<file path="src/rtl/stride_decoder_if.sv">
// Instruction and tap-stream bundle for stride_decoder.
//   master : instruction source / tap consumer (drives instruction fields,
//            inst_valid and mac_ready; observes everything else)
//   slave  : the decoder (accepts instructions, emits the tap stream)
// Widths: FRAM_ADDR_WIDTH feature-RAM word address, KRAM_ADDR_WIDTH
// kernel-RAM word address, DATA_WIDTH instruction dimension fields.

`ifndef FRAM_ADDR_WIDTH
`define FRAM_ADDR_WIDTH 16
`endif
`ifndef KRAM_BANKADDR_WIDTH
`define KRAM_BANKADDR_WIDTH 12
`endif

interface stride_decoder_if #(
  parameter int unsigned FRAM_ADDR_WIDTH = `FRAM_ADDR_WIDTH,
  parameter int unsigned KRAM_ADDR_WIDTH = `KRAM_BANKADDR_WIDTH,
  parameter int unsigned DATA_WIDTH      = 32
);

  // Instruction fields and handshake
  logic [FRAM_ADDR_WIDTH-1:0] stride_feature_baseaddr;
  logic [KRAM_ADDR_WIDTH-1:0] stride_kernel_baseaddr;
  logic [FRAM_ADDR_WIDTH-1:0] stride_wb_baseaddr;
  logic [DATA_WIDTH-1:0]      stride_feature_chin;
  logic [DATA_WIDTH-1:0]      stride_feature_chout;
  logic [DATA_WIDTH-1:0]      stride_feature_width;
  logic [DATA_WIDTH-1:0]      stride_feature_height;
  logic [DATA_WIDTH-1:0]      stride_kernel_sizeh;
  logic [DATA_WIDTH-1:0]      stride_kernel_sizew;
  logic [DATA_WIDTH-1:0]      stride_wb_ch_offset;
  logic                       stride_has_bias;
  logic                       stride_has_relu;
  logic                       inst_valid;
  logic                       decoder_ready;
  logic                       inst_err;

  // Tap stream and sideband
  logic [FRAM_ADDR_WIDTH-1:0] mac_fram_addr;
  logic [KRAM_ADDR_WIDTH-1:0] mac_kram_addr;
  logic [FRAM_ADDR_WIDTH-1:0] mac_wb_addr;
  logic                       mac_valid;
  logic                       mac_ready;
  logic                       mac_bias;
  logic                       mac_first;
  logic                       mac_last;
  logic                       mac_relu;

  modport master (
    output stride_feature_baseaddr, stride_kernel_baseaddr, stride_wb_baseaddr,
           stride_feature_chin, stride_feature_chout, stride_feature_width,
           stride_feature_height, stride_kernel_sizeh, stride_kernel_sizew,
           stride_wb_ch_offset, stride_has_bias, stride_has_relu,
           inst_valid, mac_ready,
    input  decoder_ready, inst_err, mac_fram_addr, mac_kram_addr, mac_wb_addr,
           mac_valid, mac_bias, mac_first, mac_last, mac_relu
  );

  modport slave (
    input  stride_feature_baseaddr, stride_kernel_baseaddr, stride_wb_baseaddr,
           stride_feature_chin, stride_feature_chout, stride_feature_width,
           stride_feature_height, stride_kernel_sizeh, stride_kernel_sizew,
           stride_wb_ch_offset, stride_has_bias, stride_has_relu,
           inst_valid, mac_ready,
    output decoder_ready, inst_err, mac_fram_addr, mac_kram_addr, mac_wb_addr,
           mac_valid, mac_bias, mac_first, mac_last, mac_relu
  );

endinterface

</file>
<file path="src/rtl/stride_decoder.sv">
// Convolution instruction decoder: expands one instruction into a stream of
// per-tap feature/kernel read addresses with bias/first/last/relu sideband.
// Ports:
//   clk  - sole clock, rising edge
//   rst  - asynchronous active-high reset
//   bus  - stride_decoder_if.slave: instruction handshake (inst_valid /
//          decoder_ready / inst_err) and tap stream (mac_valid / mac_ready
//          plus addresses and sideband). All bus outputs are registered.

`ifndef FRAM_ADDR_WIDTH
`define FRAM_ADDR_WIDTH 16
`endif
`ifndef KRAM_BANKADDR_WIDTH
`define KRAM_BANKADDR_WIDTH 12
`endif

module stride_decoder #(
  parameter int unsigned FRAM_ADDR_WIDTH = `FRAM_ADDR_WIDTH,
  parameter int unsigned KRAM_ADDR_WIDTH = `KRAM_BANKADDR_WIDTH,
  parameter int unsigned DATA_WIDTH      = 32
) (
  input  logic          clk,
  input  logic          rst,
  stride_decoder_if.slave bus
);

  localparam int unsigned FAW = FRAM_ADDR_WIDTH;
  localparam int unsigned KAW = KRAM_ADDR_WIDTH;
  localparam int unsigned DW  = DATA_WIDTH;

  typedef enum logic [1:0] {
    IDLE = 2'd0,
    LOAD = 2'd1,
    RUN  = 2'd2
  } state_t;

  state_t state_q, state_d;

  // Latched instruction
  logic [FAW-1:0] fbase_q, fbase_d;
  logic [KAW-1:0] kbase_q, kbase_d;
  logic [FAW-1:0] wbbase_q, wbbase_d;
  logic [DW-1:0]  chin_q, chin_d;
  logic [DW-1:0]  chout_q, chout_d;
  logic [DW-1:0]  width_q, width_d;
  logic [DW-1:0]  height_q, height_d;
  logic [DW-1:0]  kh_q, kh_d;
  logic [DW-1:0]  kw_q, kw_d;
  logic [DW-1:0]  wboff_q, wboff_d;
  logic           has_bias_q, has_bias_d;
  logic           has_relu_q, has_relu_d;

  // Per-instruction strides computed once in LOAD
  logic [DW-1:0]  plane_q, plane_d;
  logic [DW-1:0]  kblk_q, kblk_d;

  // Loop counters and running pointers
  logic [DW-1:0]  oc_q, oc_d;
  logic [DW-1:0]  ic_q, ic_d;
  logic [DW-1:0]  ky_q, ky_d;
  logic [DW-1:0]  kx_q, kx_d;
  logic [FAW-1:0] plane_ptr_q, plane_ptr_d;
  logic [FAW-1:0] row_ptr_q, row_ptr_d;
  logic [KAW-1:0] koc_ptr_q, koc_ptr_d;

  // Registered outputs
  logic           ready_q, ready_d;
  logic           valid_q, valid_d;
  logic           err_q, err_d;
  logic [FAW-1:0] fram_q, fram_d;
  logic [KAW-1:0] kram_q, kram_d;
  logic [FAW-1:0] wb_q, wb_d;
  logic           bias_q, bias_d;
  logic           first_q, first_d;
  logic           last_q, last_d;
  logic           relu_q, relu_d;

  logic           xfer;
  logic           run_done;
  logic [DW-1:0]  chin_m1, kh_m1, kw_m1, chout_m1;

  assign xfer     = valid_q && bus.mac_ready;
  assign chin_m1  = chin_q  - DW'(1);
  assign kh_m1    = kh_q    - DW'(1);
  assign kw_m1    = kw_q    - DW'(1);
  assign chout_m1 = chout_q - DW'(1);

  assign bus.decoder_ready = ready_q;
  assign bus.inst_err      = err_q;
  assign bus.mac_valid     = valid_q;
  assign bus.mac_fram_addr = fram_q;
  assign bus.mac_kram_addr = kram_q;
  assign bus.mac_wb_addr   = wb_q;
  assign bus.mac_bias      = bias_q;
  assign bus.mac_first     = first_q;
  assign bus.mac_last      = last_q;
  assign bus.mac_relu      = relu_q;

  // Next-state and datapath update
  always_comb begin
    state_d     = state_q;
    fbase_d     = fbase_q;
    kbase_d     = kbase_q;
    wbbase_d    = wbbase_q;
    chin_d      = chin_q;
    chout_d     = chout_q;
    width_d     = width_q;
    height_d    = height_q;
    kh_d        = kh_q;
    kw_d        = kw_q;
    wboff_d     = wboff_q;
    has_bias_d  = has_bias_q;
    has_relu_d  = has_relu_q;
    plane_d     = plane_q;
    kblk_d      = kblk_q;
    oc_d        = oc_q;
    ic_d        = ic_q;
    ky_d        = ky_q;
    kx_d        = kx_q;
    plane_ptr_d = plane_ptr_q;
    row_ptr_d   = row_ptr_q;
    koc_ptr_d   = koc_ptr_q;
    ready_d     = ready_q;
    valid_d     = valid_q;
    err_d       = 1'b0;
    fram_d      = fram_q;
    kram_d      = kram_q;
    wb_d        = wb_q;
    bias_d      = bias_q;
    first_d     = first_q;
    last_d      = last_q;
    relu_d      = relu_q;
    run_done    = 1'b0;

    case (state_q)
      IDLE: begin
        if (bus.inst_valid && ready_q) begin
          fbase_d    = bus.stride_feature_baseaddr;
          kbase_d    = bus.stride_kernel_baseaddr;
          wbbase_d   = bus.stride_wb_baseaddr;
          chin_d     = bus.stride_feature_chin;
          chout_d    = bus.stride_feature_chout;
          width_d    = bus.stride_feature_width;
          height_d   = bus.stride_feature_height;
          kh_d       = bus.stride_kernel_sizeh;
          kw_d       = bus.stride_kernel_sizew;
          wboff_d    = bus.stride_wb_ch_offset;
          has_bias_d = bus.stride_has_bias;
          has_relu_d = bus.stride_has_relu;
          ready_d    = 1'b0;
          state_d    = LOAD;
        end
      end

      LOAD: begin
        plane_d = width_q * height_q;
        kblk_d  = chin_q * kh_q * kw_q + DW'(has_bias_q);
        oc_d    = '0;
        ic_d    = '0;
        ky_d    = '0;
        kx_d    = '0;
        if (chin_q == '0 || chout_q == '0 || kh_q == '0 || kw_q == '0) begin
          err_d   = 1'b1;
          ready_d = 1'b1;
          state_d = IDLE;
        end else begin
          // Preload tap 0; mac_valid rises one cycle after entering RUN
          plane_ptr_d = fbase_q;
          row_ptr_d   = fbase_q;
          koc_ptr_d   = kbase_q;
          fram_d      = fbase_q;
          kram_d      = kbase_q;
          wb_d        = wbbase_q;
          bias_d      = has_bias_q;
          first_d     = 1'b1;
          relu_d      = has_relu_q;
          last_d      = !has_bias_q && (chin_q == DW'(1)) &&
                        (kh_q == DW'(1)) && (kw_q == DW'(1));
          state_d     = RUN;
        end
      end

      RUN: begin
        if (!valid_q) begin
          valid_d = 1'b1;
        end else if (xfer) begin
          // Kernel words are contiguous across the whole instruction
          kram_d  = kram_q + KAW'(1);
          first_d = 1'b0;
          if (bias_q) begin
            bias_d = 1'b0;
            fram_d = fbase_q;
          end else if (kx_q != kw_m1) begin
            kx_d   = kx_q + DW'(1);
            fram_d = fram_q + FAW'(1);
          end else if (ky_q != kh_m1) begin
            kx_d      = '0;
            ky_d      = ky_q + DW'(1);
            row_ptr_d = row_ptr_q + FAW'(width_q);
            fram_d    = row_ptr_q + FAW'(width_q);
          end else if (ic_q != chin_m1) begin
            kx_d        = '0;
            ky_d        = '0;
            ic_d        = ic_q + DW'(1);
            plane_ptr_d = plane_ptr_q + FAW'(plane_q);
            row_ptr_d   = plane_ptr_q + FAW'(plane_q);
            fram_d      = plane_ptr_q + FAW'(plane_q);
          end else begin
            kx_d = '0;
            ky_d = '0;
            ic_d = '0;
            if (oc_q == chout_m1) begin
              run_done = 1'b1;
            end else begin
              oc_d        = oc_q + DW'(1);
              wb_d        = wb_q + FAW'(wboff_q);
              koc_ptr_d   = koc_ptr_q + KAW'(kblk_q);
              kram_d      = koc_ptr_q + KAW'(kblk_q);
              plane_ptr_d = fbase_q;
              row_ptr_d   = fbase_q;
              fram_d      = fbase_q;
              bias_d      = has_bias_q;
              first_d     = 1'b1;
            end
          end
          last_d = !bias_d && (kx_d == kw_m1) && (ky_d == kh_m1) && (ic_d == chin_m1);
          if (run_done) begin
            state_d = IDLE;
            ready_d = 1'b1;
            valid_d = 1'b0;
            fram_d  = '0;
            kram_d  = '0;
            wb_d    = '0;
            bias_d  = 1'b0;
            first_d = 1'b0;
            last_d  = 1'b0;
            relu_d  = 1'b0;
          end
        end
      end

      default: begin
        state_d = IDLE;
        ready_d = 1'b1;
        valid_d = 1'b0;
      end
    endcase
  end

  // State and datapath registers
  always_ff @(posedge clk or posedge rst) begin
    if (rst) begin
      state_q     <= IDLE;
      fbase_q     <= '0;
      kbase_q     <= '0;
      wbbase_q    <= '0;
      chin_q      <= '0;
      chout_q     <= '0;
      width_q     <= '0;
      height_q    <= '0;
      kh_q        <= '0;
      kw_q        <= '0;
      wboff_q     <= '0;
      has_bias_q  <= 1'b0;
      has_relu_q  <= 1'b0;
      plane_q     <= '0;
      kblk_q      <= '0;
      oc_q        <= '0;
      ic_q        <= '0;
      ky_q        <= '0;
      kx_q        <= '0;
      plane_ptr_q <= '0;
      row_ptr_q   <= '0;
      koc_ptr_q   <= '0;
      ready_q     <= 1'b1;
      valid_q     <= 1'b0;
      err_q       <= 1'b0;
      fram_q      <= '0;
      kram_q      <= '0;
      wb_q        <= '0;
      bias_q      <= 1'b0;
      first_q     <= 1'b0;
      last_q      <= 1'b0;
      relu_q      <= 1'b0;
    end else begin
      state_q     <= state_d;
      fbase_q     <= fbase_d;
      kbase_q     <= kbase_d;
      wbbase_q    <= wbbase_d;
      chin_q      <= chin_d;
      chout_q     <= chout_d;
      width_q     <= width_d;
      height_q    <= height_d;
      kh_q        <= kh_d;
      kw_q        <= kw_d;
      wboff_q     <= wboff_d;
      has_bias_q  <= has_bias_d;
      has_relu_q  <= has_relu_d;
      plane_q     <= plane_d;
      kblk_q      <= kblk_d;
      oc_q        <= oc_d;
      ic_q        <= ic_d;
      ky_q        <= ky_d;
      kx_q        <= kx_d;
      plane_ptr_q <= plane_ptr_d;
      row_ptr_q   <= row_ptr_d;
      koc_ptr_q   <= koc_ptr_d;
      ready_q     <= ready_d;
      valid_q     <= valid_d;
      err_q       <= err_d;
      fram_q      <= fram_d;
      kram_q      <= kram_d;
      wb_q        <= wb_d;
      bias_q      <= bias_d;
      first_q     <= first_d;
      last_q      <= last_d;
      relu_q      <= relu_d;
    end
  end

endmodule
</file>
<file path="src/flat_wrapper.sv">
// flat-port wrapper written by rule: the top's interface ports become plain ports
module stride_decoder_flat 
#(
  parameter int unsigned FRAM_ADDR_WIDTH = `FRAM_ADDR_WIDTH,
  parameter int unsigned KRAM_ADDR_WIDTH = `KRAM_BANKADDR_WIDTH,
  parameter int unsigned DATA_WIDTH      = 32
)
  (clk, rst, bus_stride_feature_baseaddr, bus_stride_kernel_baseaddr, bus_stride_wb_baseaddr, bus_stride_feature_chin, bus_stride_feature_chout, bus_stride_feature_width, bus_stride_feature_height, bus_stride_kernel_sizeh, bus_stride_kernel_sizew, bus_stride_wb_ch_offset, bus_stride_has_bias, bus_stride_has_relu, bus_inst_valid, bus_mac_ready, bus_decoder_ready, bus_inst_err, bus_mac_fram_addr, bus_mac_kram_addr, bus_mac_wb_addr, bus_mac_valid, bus_mac_bias, bus_mac_first, bus_mac_last, bus_mac_relu);
  stride_decoder_if #(.FRAM_ADDR_WIDTH(FRAM_ADDR_WIDTH), .KRAM_ADDR_WIDTH(KRAM_ADDR_WIDTH), .DATA_WIDTH(DATA_WIDTH)) bus_i ();
  input  logic clk;
  input  logic rst;
  input wire logic [$bits(bus_i.stride_feature_baseaddr)-1:0] bus_stride_feature_baseaddr;
  input wire logic [$bits(bus_i.stride_kernel_baseaddr)-1:0] bus_stride_kernel_baseaddr;
  input wire logic [$bits(bus_i.stride_wb_baseaddr)-1:0] bus_stride_wb_baseaddr;
  input wire logic [$bits(bus_i.stride_feature_chin)-1:0] bus_stride_feature_chin;
  input wire logic [$bits(bus_i.stride_feature_chout)-1:0] bus_stride_feature_chout;
  input wire logic [$bits(bus_i.stride_feature_width)-1:0] bus_stride_feature_width;
  input wire logic [$bits(bus_i.stride_feature_height)-1:0] bus_stride_feature_height;
  input wire logic [$bits(bus_i.stride_kernel_sizeh)-1:0] bus_stride_kernel_sizeh;
  input wire logic [$bits(bus_i.stride_kernel_sizew)-1:0] bus_stride_kernel_sizew;
  input wire logic [$bits(bus_i.stride_wb_ch_offset)-1:0] bus_stride_wb_ch_offset;
  input wire logic [$bits(bus_i.stride_has_bias)-1:0] bus_stride_has_bias;
  input wire logic [$bits(bus_i.stride_has_relu)-1:0] bus_stride_has_relu;
  input wire logic [$bits(bus_i.inst_valid)-1:0] bus_inst_valid;
  input wire logic [$bits(bus_i.mac_ready)-1:0] bus_mac_ready;
  output wire logic [$bits(bus_i.decoder_ready)-1:0] bus_decoder_ready;
  output wire logic [$bits(bus_i.inst_err)-1:0] bus_inst_err;
  output wire logic [$bits(bus_i.mac_fram_addr)-1:0] bus_mac_fram_addr;
  output wire logic [$bits(bus_i.mac_kram_addr)-1:0] bus_mac_kram_addr;
  output wire logic [$bits(bus_i.mac_wb_addr)-1:0] bus_mac_wb_addr;
  output wire logic [$bits(bus_i.mac_valid)-1:0] bus_mac_valid;
  output wire logic [$bits(bus_i.mac_bias)-1:0] bus_mac_bias;
  output wire logic [$bits(bus_i.mac_first)-1:0] bus_mac_first;
  output wire logic [$bits(bus_i.mac_last)-1:0] bus_mac_last;
  output wire logic [$bits(bus_i.mac_relu)-1:0] bus_mac_relu;
  assign bus_i.stride_feature_baseaddr = bus_stride_feature_baseaddr;
  assign bus_i.stride_kernel_baseaddr = bus_stride_kernel_baseaddr;
  assign bus_i.stride_wb_baseaddr = bus_stride_wb_baseaddr;
  assign bus_i.stride_feature_chin = bus_stride_feature_chin;
  assign bus_i.stride_feature_chout = bus_stride_feature_chout;
  assign bus_i.stride_feature_width = bus_stride_feature_width;
  assign bus_i.stride_feature_height = bus_stride_feature_height;
  assign bus_i.stride_kernel_sizeh = bus_stride_kernel_sizeh;
  assign bus_i.stride_kernel_sizew = bus_stride_kernel_sizew;
  assign bus_i.stride_wb_ch_offset = bus_stride_wb_ch_offset;
  assign bus_i.stride_has_bias = bus_stride_has_bias;
  assign bus_i.stride_has_relu = bus_stride_has_relu;
  assign bus_i.inst_valid = bus_inst_valid;
  assign bus_i.mac_ready = bus_mac_ready;
  assign bus_decoder_ready = bus_i.decoder_ready;
  assign bus_inst_err = bus_i.inst_err;
  assign bus_mac_fram_addr = bus_i.mac_fram_addr;
  assign bus_mac_kram_addr = bus_i.mac_kram_addr;
  assign bus_mac_wb_addr = bus_i.mac_wb_addr;
  assign bus_mac_valid = bus_i.mac_valid;
  assign bus_mac_bias = bus_i.mac_bias;
  assign bus_mac_first = bus_i.mac_first;
  assign bus_mac_last = bus_i.mac_last;
  assign bus_mac_relu = bus_i.mac_relu;
  stride_decoder #(.FRAM_ADDR_WIDTH(FRAM_ADDR_WIDTH), .KRAM_ADDR_WIDTH(KRAM_ADDR_WIDTH), .DATA_WIDTH(DATA_WIDTH)) u_core (.clk(clk), .rst(rst), .bus(bus_i));
endmodule
</file>
<file path="config.mk">
export PLATFORM = sky130hd
export DESIGN_NAME = stride_decoder_flat
export DESIGN_NICKNAME = d
export VERILOG_FILES = /design/src/rtl/stride_decoder_if.sv /design/src/rtl/stride_decoder.sv /design/src/flat_wrapper.sv
export SDC_FILE = /design/constraint.sdc
export NUM_CORES = 2
export LEC_CHECK = 0
export CAP_MARGIN = 0
export CORE_MARGIN = 2
export CORE_UTILIZATION = 60
export DETAILED_ROUTE_END_ITERATION = 12
export PLACE_DENSITY = 0.82
export REMOVE_ABC_BUFFERS = 1
export SKIP_CTS_REPAIR_TIMING = 1
export SYNTH_ARGS = -nofsm -noshare
export SYNTH_HDL_FRONTEND = slang
export SYNTH_SLANG_ARGS = --single-unit
</file>
<file path="constraint.sdc">
create_clock -name clk -period 29.7 [get_ports clk]
set_input_delay 4.455 -clock clk [delete_from_list [all_inputs] [get_ports clk]]
set_output_delay 4.455 -clock clk [all_outputs]
set_load 0.01 [all_outputs]
</file>
# Word level (Yosys, flattened, before mapping)
# Index checks and enable logic that the tools add are counted.
# op_classes
eq_ne	31
n_reduce_logical	32
n_mul	3
muxes	143
n_addsub	15
# op_table
operator	n
$mux W32	31
$mux W16	27
$pmux W32 S2	4
$mux W12	16
$add A32 B1 Y32 const B	4
$eq A32 B32 Y1	4
$logic_not A32 Y1	4
$pmux W16 S2	4
$sub A32 B1 Y32 const B	4
$eq A32 B1 Y1 const B	3
$ne A32 B32 Y1	3
$add A16 B16 Y16	3
$pmux W12 S2	2
$mux W1	47
$mul A32 B32 Y12	1
$mul A32 B32 Y16	1
$mul A32 B32 Y32	1
$reduce_and A9 Y1	2
$add A16 B1 Y16 const B	1
$reduce_and A8 Y1	2
$ne A3 B3 Y1 const B	5
$reduce_and A5 Y1	3
$add A12 B1 Y12	1
$add A12 B1 Y12 const B	1
other kinds (22)	50
# totals
regBits	507
wordCells	256
in_bits	274

# Logic depth before layout (Yosys ltp)
# depth
word_depth	18
depth_mapped	40
ltp_nobuf	38

# Worst setup path before layout
# No wires, ideal clock.
# synth_path
kind	register -> register
start	reg u_core.chin_q[4]
end	reg u_core.kblk_q[11]
path_stages_with_launch	39
n_path_buf	2
synth_period_minus_slack_ns	8.955
path_slack_ns	20.745
arrival_ns	8.830
cell_sequence	dfrtp_1 -> clkbuf_1 -> clkbuf_1 -> nand2_1 -> fa_1 -> inv_1 -> fa_1 -> inv_1 -> fa_1 -> fa_1 -> inv_1 -> ha_1 -> ha_1 -> inv_1 -> fa_1 -> inv_1 -> fa_1 -> ha_1 -> (+3 left out) -> fa_1 -> inv_1 -> fa_1 -> inv_1 -> fa_1 -> inv_1 -> fa_1 -> xnor2_1 -> xnor2_1 -> xnor2_1 -> xnor2_1 -> xnor2_1 -> xnor2_1 -> xnor2_1 -> xnor2_1 -> xnor2_1 -> xnor2_1 -> mux2_2
# synth_between
elab_chain_len	3
# synth_rtl
element	line	text
start, declared	stride_decoder.sv:43	logic [DW-1:0] chin_q, chin_d;
start signal, assigned	stride_decoder.sv:290	chin_q <= chin_d;
$mul A32 B32 Y32	stride_decoder.sv:157	kblk_d = chin_q * kh_q * kw_q + DW'(has_bias_q);
$mul A32 B32 Y12	stride_decoder.sv:157	
$add A12 B1 Y12	stride_decoder.sv:157	
end signal, assigned	stride_decoder.sv:300	kblk_q <= kblk_d;
end, declared	stride_decoder.sv:55	logic [DW-1:0] kblk_q, kblk_d;
# Every way passes these cells.
# A chain may end at the register's enable or synchronous reset.

# Final worst setup path
# layout_path
start	reg u_core.kh_q[2]
end	reg u_core.kblk_q[11]
# layout_between
elab_chain_len	3
# layout_rtl
element	line	text
start, declared	stride_decoder.sv:47	logic [DW-1:0] kh_q, kh_d;
start signal, assigned	stride_decoder.sv:294	kh_q <= kh_d;
$mul A32 B32 Y32	stride_decoder.sv:157	
$mul A32 B32 Y12	stride_decoder.sv:157	
$add A12 B1 Y12	stride_decoder.sv:157	
# Every way passes these cells.

==> metrics.txt <==
# TYPE chip_impl_metric gauge
chip_impl_info{name="critPathSlowestCell",value="dfrtp_1"} 1
chip_impl_info{name="grt_setup_unrepaired",value="false"} 1
chip_impl_metric{name="data_required_time_at_the_worst_endpoint",unit="ps"} 30240
chip_impl_metric{name="pre_cts_worst_setup_slack",unit="ps"} 20280
chip_impl_metric{name="fmax",unit="GHz"} 0.105
chip_impl_metric{name="worst_hold_slack",unit="ps"} 488
chip_impl_metric{name="fill_cells",unit=""} 5551
chip_impl_metric{name="power.static_leakage",unit="uW"} 0.0220
chip_impl_metric{name="floorplan.die_area",unit="mm^2"} 0.0729
chip_impl_info{name="criticalPathCategory",value="flop to flop"} 1
chip_impl_metric{name="arrival_worst_endpoint",unit="ps"} 10030
chip_impl_metric{name="p_sw",unit="uW"} 332
chip_impl_metric{name="pint",unit="uW"} 1150
chip_impl_metric{name="drt-pass1-iter-count",unit=""} 8
chip_impl_metric{name="timing.max_cap.violations",unit=""} 0
chip_impl_metric{name="slew-limit-headroom",unit="%"} 15.8
chip_impl_metric{name="max-vdd-ir-drop",unit="mV"} 0.0443
chip_impl_metric{name="pwr_density_cell",unit="mW/mm^2"} 31.0
chip_impl_metric{name="area.sequential",unit="mm^2"} 0.0119
chip_impl_metric{name="vias_per_cell",unit=""} 6.46
chip_impl_info{name="run_status",value="complete, no violations"} 1
chip_impl_info{name="critPathMostFrequentCell",value="xnor2_1"} 1
chip_impl_metric{name="total_count_of_max_transition_violations_in_the_final_report",unit=""} 0
chip_impl_metric{name="worst_skew_pair.late_latency",unit="ps"} 660
chip_impl_metric{name="timing.final.crit_share",unit="%"} 32.0
chip_impl_metric{name="area.growth.synth_to_final",unit="%"} 12.4
chip_impl_metric{name="final_layout_size_suffix_gt1_share",unit="%"} 10.1
chip_impl_metric{name="rows",unit=""} 97
chip_impl_metric{name="final_hold_viol_count",unit=""} 0
chip_impl_metric{name="groute.layer.met3.usage",unit="%"} 8.74
chip_impl_metric{name="setup_slack",unit="ps"} 20210
chip_impl_metric{name="synth_cell_type_count",unit=""} 99
chip_impl_info{name="top_usage_layer",value="met2"} 1
chip_impl_metric{name="yosys.area.top_type_share",unit="%"} 27.9
chip_impl_metric{name="power.switching_fraction",unit="%"} 22.4
chip_impl_metric{name="regToRegSetupSlack",unit="ps"} 20210
chip_impl_metric{name="setup_viol",unit=""} 0
chip_impl_metric{name="route.detailed.wl_per_inst",unit="um"} 22.6
chip_impl_metric{name="final_core_utilization",unit="%"} 68.1
chip_impl_metric{name="synthesis.yosys.warnings",unit=""} 0
chip_impl_metric{name="grt.met1_usage",unit="%"} 48.7
chip_impl_metric{name="htree_num_levels",unit=""} 2
chip_impl_info{name="synth_area_leaders",value="dfrtp_1, fa_1, mux2_2"} 1
chip_impl_metric{name="numCtsBuffers",unit=""} 56
chip_impl_metric{name="instance_area_at_placement",unit="mm^2"} 0.0456
chip_impl_metric{name="grt_antenna_before_repair",unit=""} 1
chip_impl_info{name="tritoncts",value="done"} 1
chip_impl_metric{name="synthesis.instances",unit=""} 4868
chip_impl_metric{name="post_synth.cell_area_avg",unit="um^2"} 8.72
chip_impl_metric{name="drc",unit=""} 0
chip_impl_metric{name="netlist_area",unit="mm^2"} 0.0425
chip_impl_metric{name="tightestPinTransition",unit="ps"} 1250
chip_impl_metric{name="cts.reportedPaths.clkPinSlew",unit="ps"} 60
chip_impl_metric{name="post-dp-hpwl",unit="mm"} 97.1
chip_impl_metric{name="stdcell_area",unit="mm^2"} 0.0477
chip_impl_info{name="synth_ff_type",value="dfrtp_1"} 1
chip_impl_metric{name="cpPeakStageDelay",unit="ps"} 780
chip_impl_metric{name="chipHeight",unit="um"} 270
chip_impl_info{name="final_common_cell",value="nand2_1"} 1
chip_impl_metric{name="postSynthRegisterBits",unit=""} 475
chip_impl_metric{name="route.vias.total",unit=""} 38300
chip_impl_metric{name="clock_power_share",unit="%"} 53.2
chip_impl_info{name="timing.critical_path.to_type",value="flop"} 1
chip_impl_metric{name="grt_start_max_net_pins",unit=""} 147
chip_impl_metric{name="initial_utilization",unit="%"} 60.6
chip_impl_metric{name="sequentialPowerShare",unit="%"} 43.7
chip_impl_metric{name="synth-seq-area-share",unit="%"} 28.0
chip_impl_metric{name="power.combinational.fraction",unit="%"} 3.1
chip_impl_info{name="final_cell_mix",value="nand2_1, dfrtp_1, inv_1, xnor2_1, nor2_1"} 1
chip_impl_info{name="crit_start_category",value="flop"} 1
chip_impl_metric{name="fin_skew",unit="ps"} 27.6
chip_impl_metric{name="grt_overflow",unit=""} 0
chip_impl_metric{name="globalRouteMet2Util",unit="%"} 55.2
chip_impl_metric{name="clock_sink_total",unit=""} 475
chip_impl_metric{name="synth_edf_count",unit=""} 0
chip_impl_metric{name="drt_wl_total",unit="mm"} 134
chip_impl_metric{name="first_global_vias",unit=""} 37400
chip_impl_info{name="hold_class",value="flop to flop"} 1
chip_impl_metric{name="floorplan.io_pins",unit=""} 325
chip_impl_metric{name="final.setup.tns",unit="ps"} 0
chip_impl_metric{name="multi_input_comb_area",unit="mm^2"} 0.0281
chip_impl_metric{name="floorplan.core_area",unit="mm^2"} 0.0700
chip_impl_metric{name="grt.total_usage",unit="%"} 36.1
chip_impl_info{name="clock-root-buffer",value="clkbuf_16"} 1
chip_impl_metric{name="grt_pass1_wl",unit="mm"} 210
chip_impl_metric{name="fp.dieW",unit="um"} 270
chip_impl_metric{name="async_reset_ff_share",unit="%"} 100
chip_impl_metric{name="crit_fanout",unit=""} 16
chip_impl_metric{name="io_buf_count",unit=""} 276
chip_impl_metric{name="maximum_clock_path_buffer_count",unit=""} 3
chip_impl_info{name="netlist.top_cell.by_area",value="dfrtp_1"} 1
chip_impl_metric{name="period_minus_slack",unit="ps"} 9490
chip_impl_metric{name="globalplace.congestion",unit=""} 1.03
chip_impl_metric{name="drt_iter0_drc",unit=""} 4614
chip_impl_metric{name="finalNetCount",unit=""} 5561
chip_impl_metric{name="drt.antenna.violating_nets",unit=""} 0
## metal layers
| layer | share of wire (%) | vias up |
|---|---|---|
| met4 | 4.7 | 2 |
| met3 | 11 | 453 |
| met2 | 44 | 2164 |
| met1 | 40 | 18600 |
| li1 | - | 17100 |
| met5 | 0.0090 | - |
## sequential cells by signal, indices dropped and copies added (netlist names), 32 cells and up
name,count
u_core.kw_q,32
u_core.ic_q,32
u_core.oc_q,32
u_core.ky_q,32
u_core.chin_q,32
u_core.kh_q,32
u_core.chout_q,32
u_core.kx_q,32
## logic make-up after synthesis
family / count (synthesis) / share of synthesized area, %
fa+ha+maj: 358 / 13.4
flops: 475 / 28.0
simple gates: 1633 / 19.6
xor+xnor: 498 / 11.0
mux: 306 / 8.02
buf+inv: 662 / 5.97
compound gates: 936 / 14.1
## cell usage after synthesis (24+ instances only)
library cell / n
a211oi_1: 25
a21o_1: 43
a21oi_1: 245
a22oi_1: 30
a31oi_1: 33
and2_1: 109
and3_1: 71
clkbuf_1: 280
dfrtp_1: 474
fa_1: 159
ha_1: 199
inv_1: 338
mux2_2: 273
mux2i_1: 32
nand2_1: 504
nand2b_1: 33
nand3_1: 118
nand4_1: 68
nor2_1: 287
nor2b_1: 46
nor3_1: 102
nor4_1: 83
o21ai_0: 250
o21bai_1: 36
o31ai_1: 51
or2_2: 24
or3_1: 41
or4_1: 41
xnor2_1: 311
xor2_1: 166
## worst max-delay path: cells and delay by family (launching register included)
family / cells / cell delay, ps
and+or+nand+nor: 2 / 360
buffers and inverters: 8 / 430
adders and majority gates: 13 / 5610
muxes: 1 / 260
xor gates and xnor gates: 11 / 1780
AOI/OAI and AO/OA: 1 / 170
DFF: 1 / 780
## power by group through the flow
stage                     logic (uW)  clock network (uW)  registers [uW]
after floorplan                 9.70                   0             660
after global placement          46.3                   0             659
after detailed placement        46.6                   0             659
after CTS                       46.8                 790             647
after global routing            50.0                 820             647
final                           45.8                 787             647
## cell type report
type / count / area share [%]
Clock inverter: 26 / 0.873
Multi-Input combinational cell: 3731 / 58.9
Inverter: 338 / 2.67
Timing Repair Buffer: 327 / 6.62
Tap cell: 940 / 2.47
Clock buffer: 80 / 3.53
Sequential cell: 475 / 24.9
Antenna cell: 2 / 0.0105
## per-stage QoR
stage | instances | total power, uW
finish | 5919 | 1480
global placement | 5811 | 705
global route | 5917 | 1520
CTS | 5917 | 1480
detailed placement | 5811 | 706
floorplan | 4544 | 669
## final timing paths
check                                         start                  end  cells after the start
worst min-delay path            u_core.row_ptr_q[5]  u_core.row_ptr_q[5]                      1
max in group asynchronous                       rst      u_core.oc_q[22]                      5
worst min register to register  u_core.row_ptr_q[5]  u_core.row_ptr_q[5]                      1
worst max register to register       u_core.kh_q[2]    u_core.kblk_q[11]                     36
min in group asynchronous                       rst      u_core.kh_q[18]                      2
worst max-delay path                 u_core.kh_q[2]    u_core.kblk_q[11]                     36
Note: power is estimated with default switching activity, not from simulation.
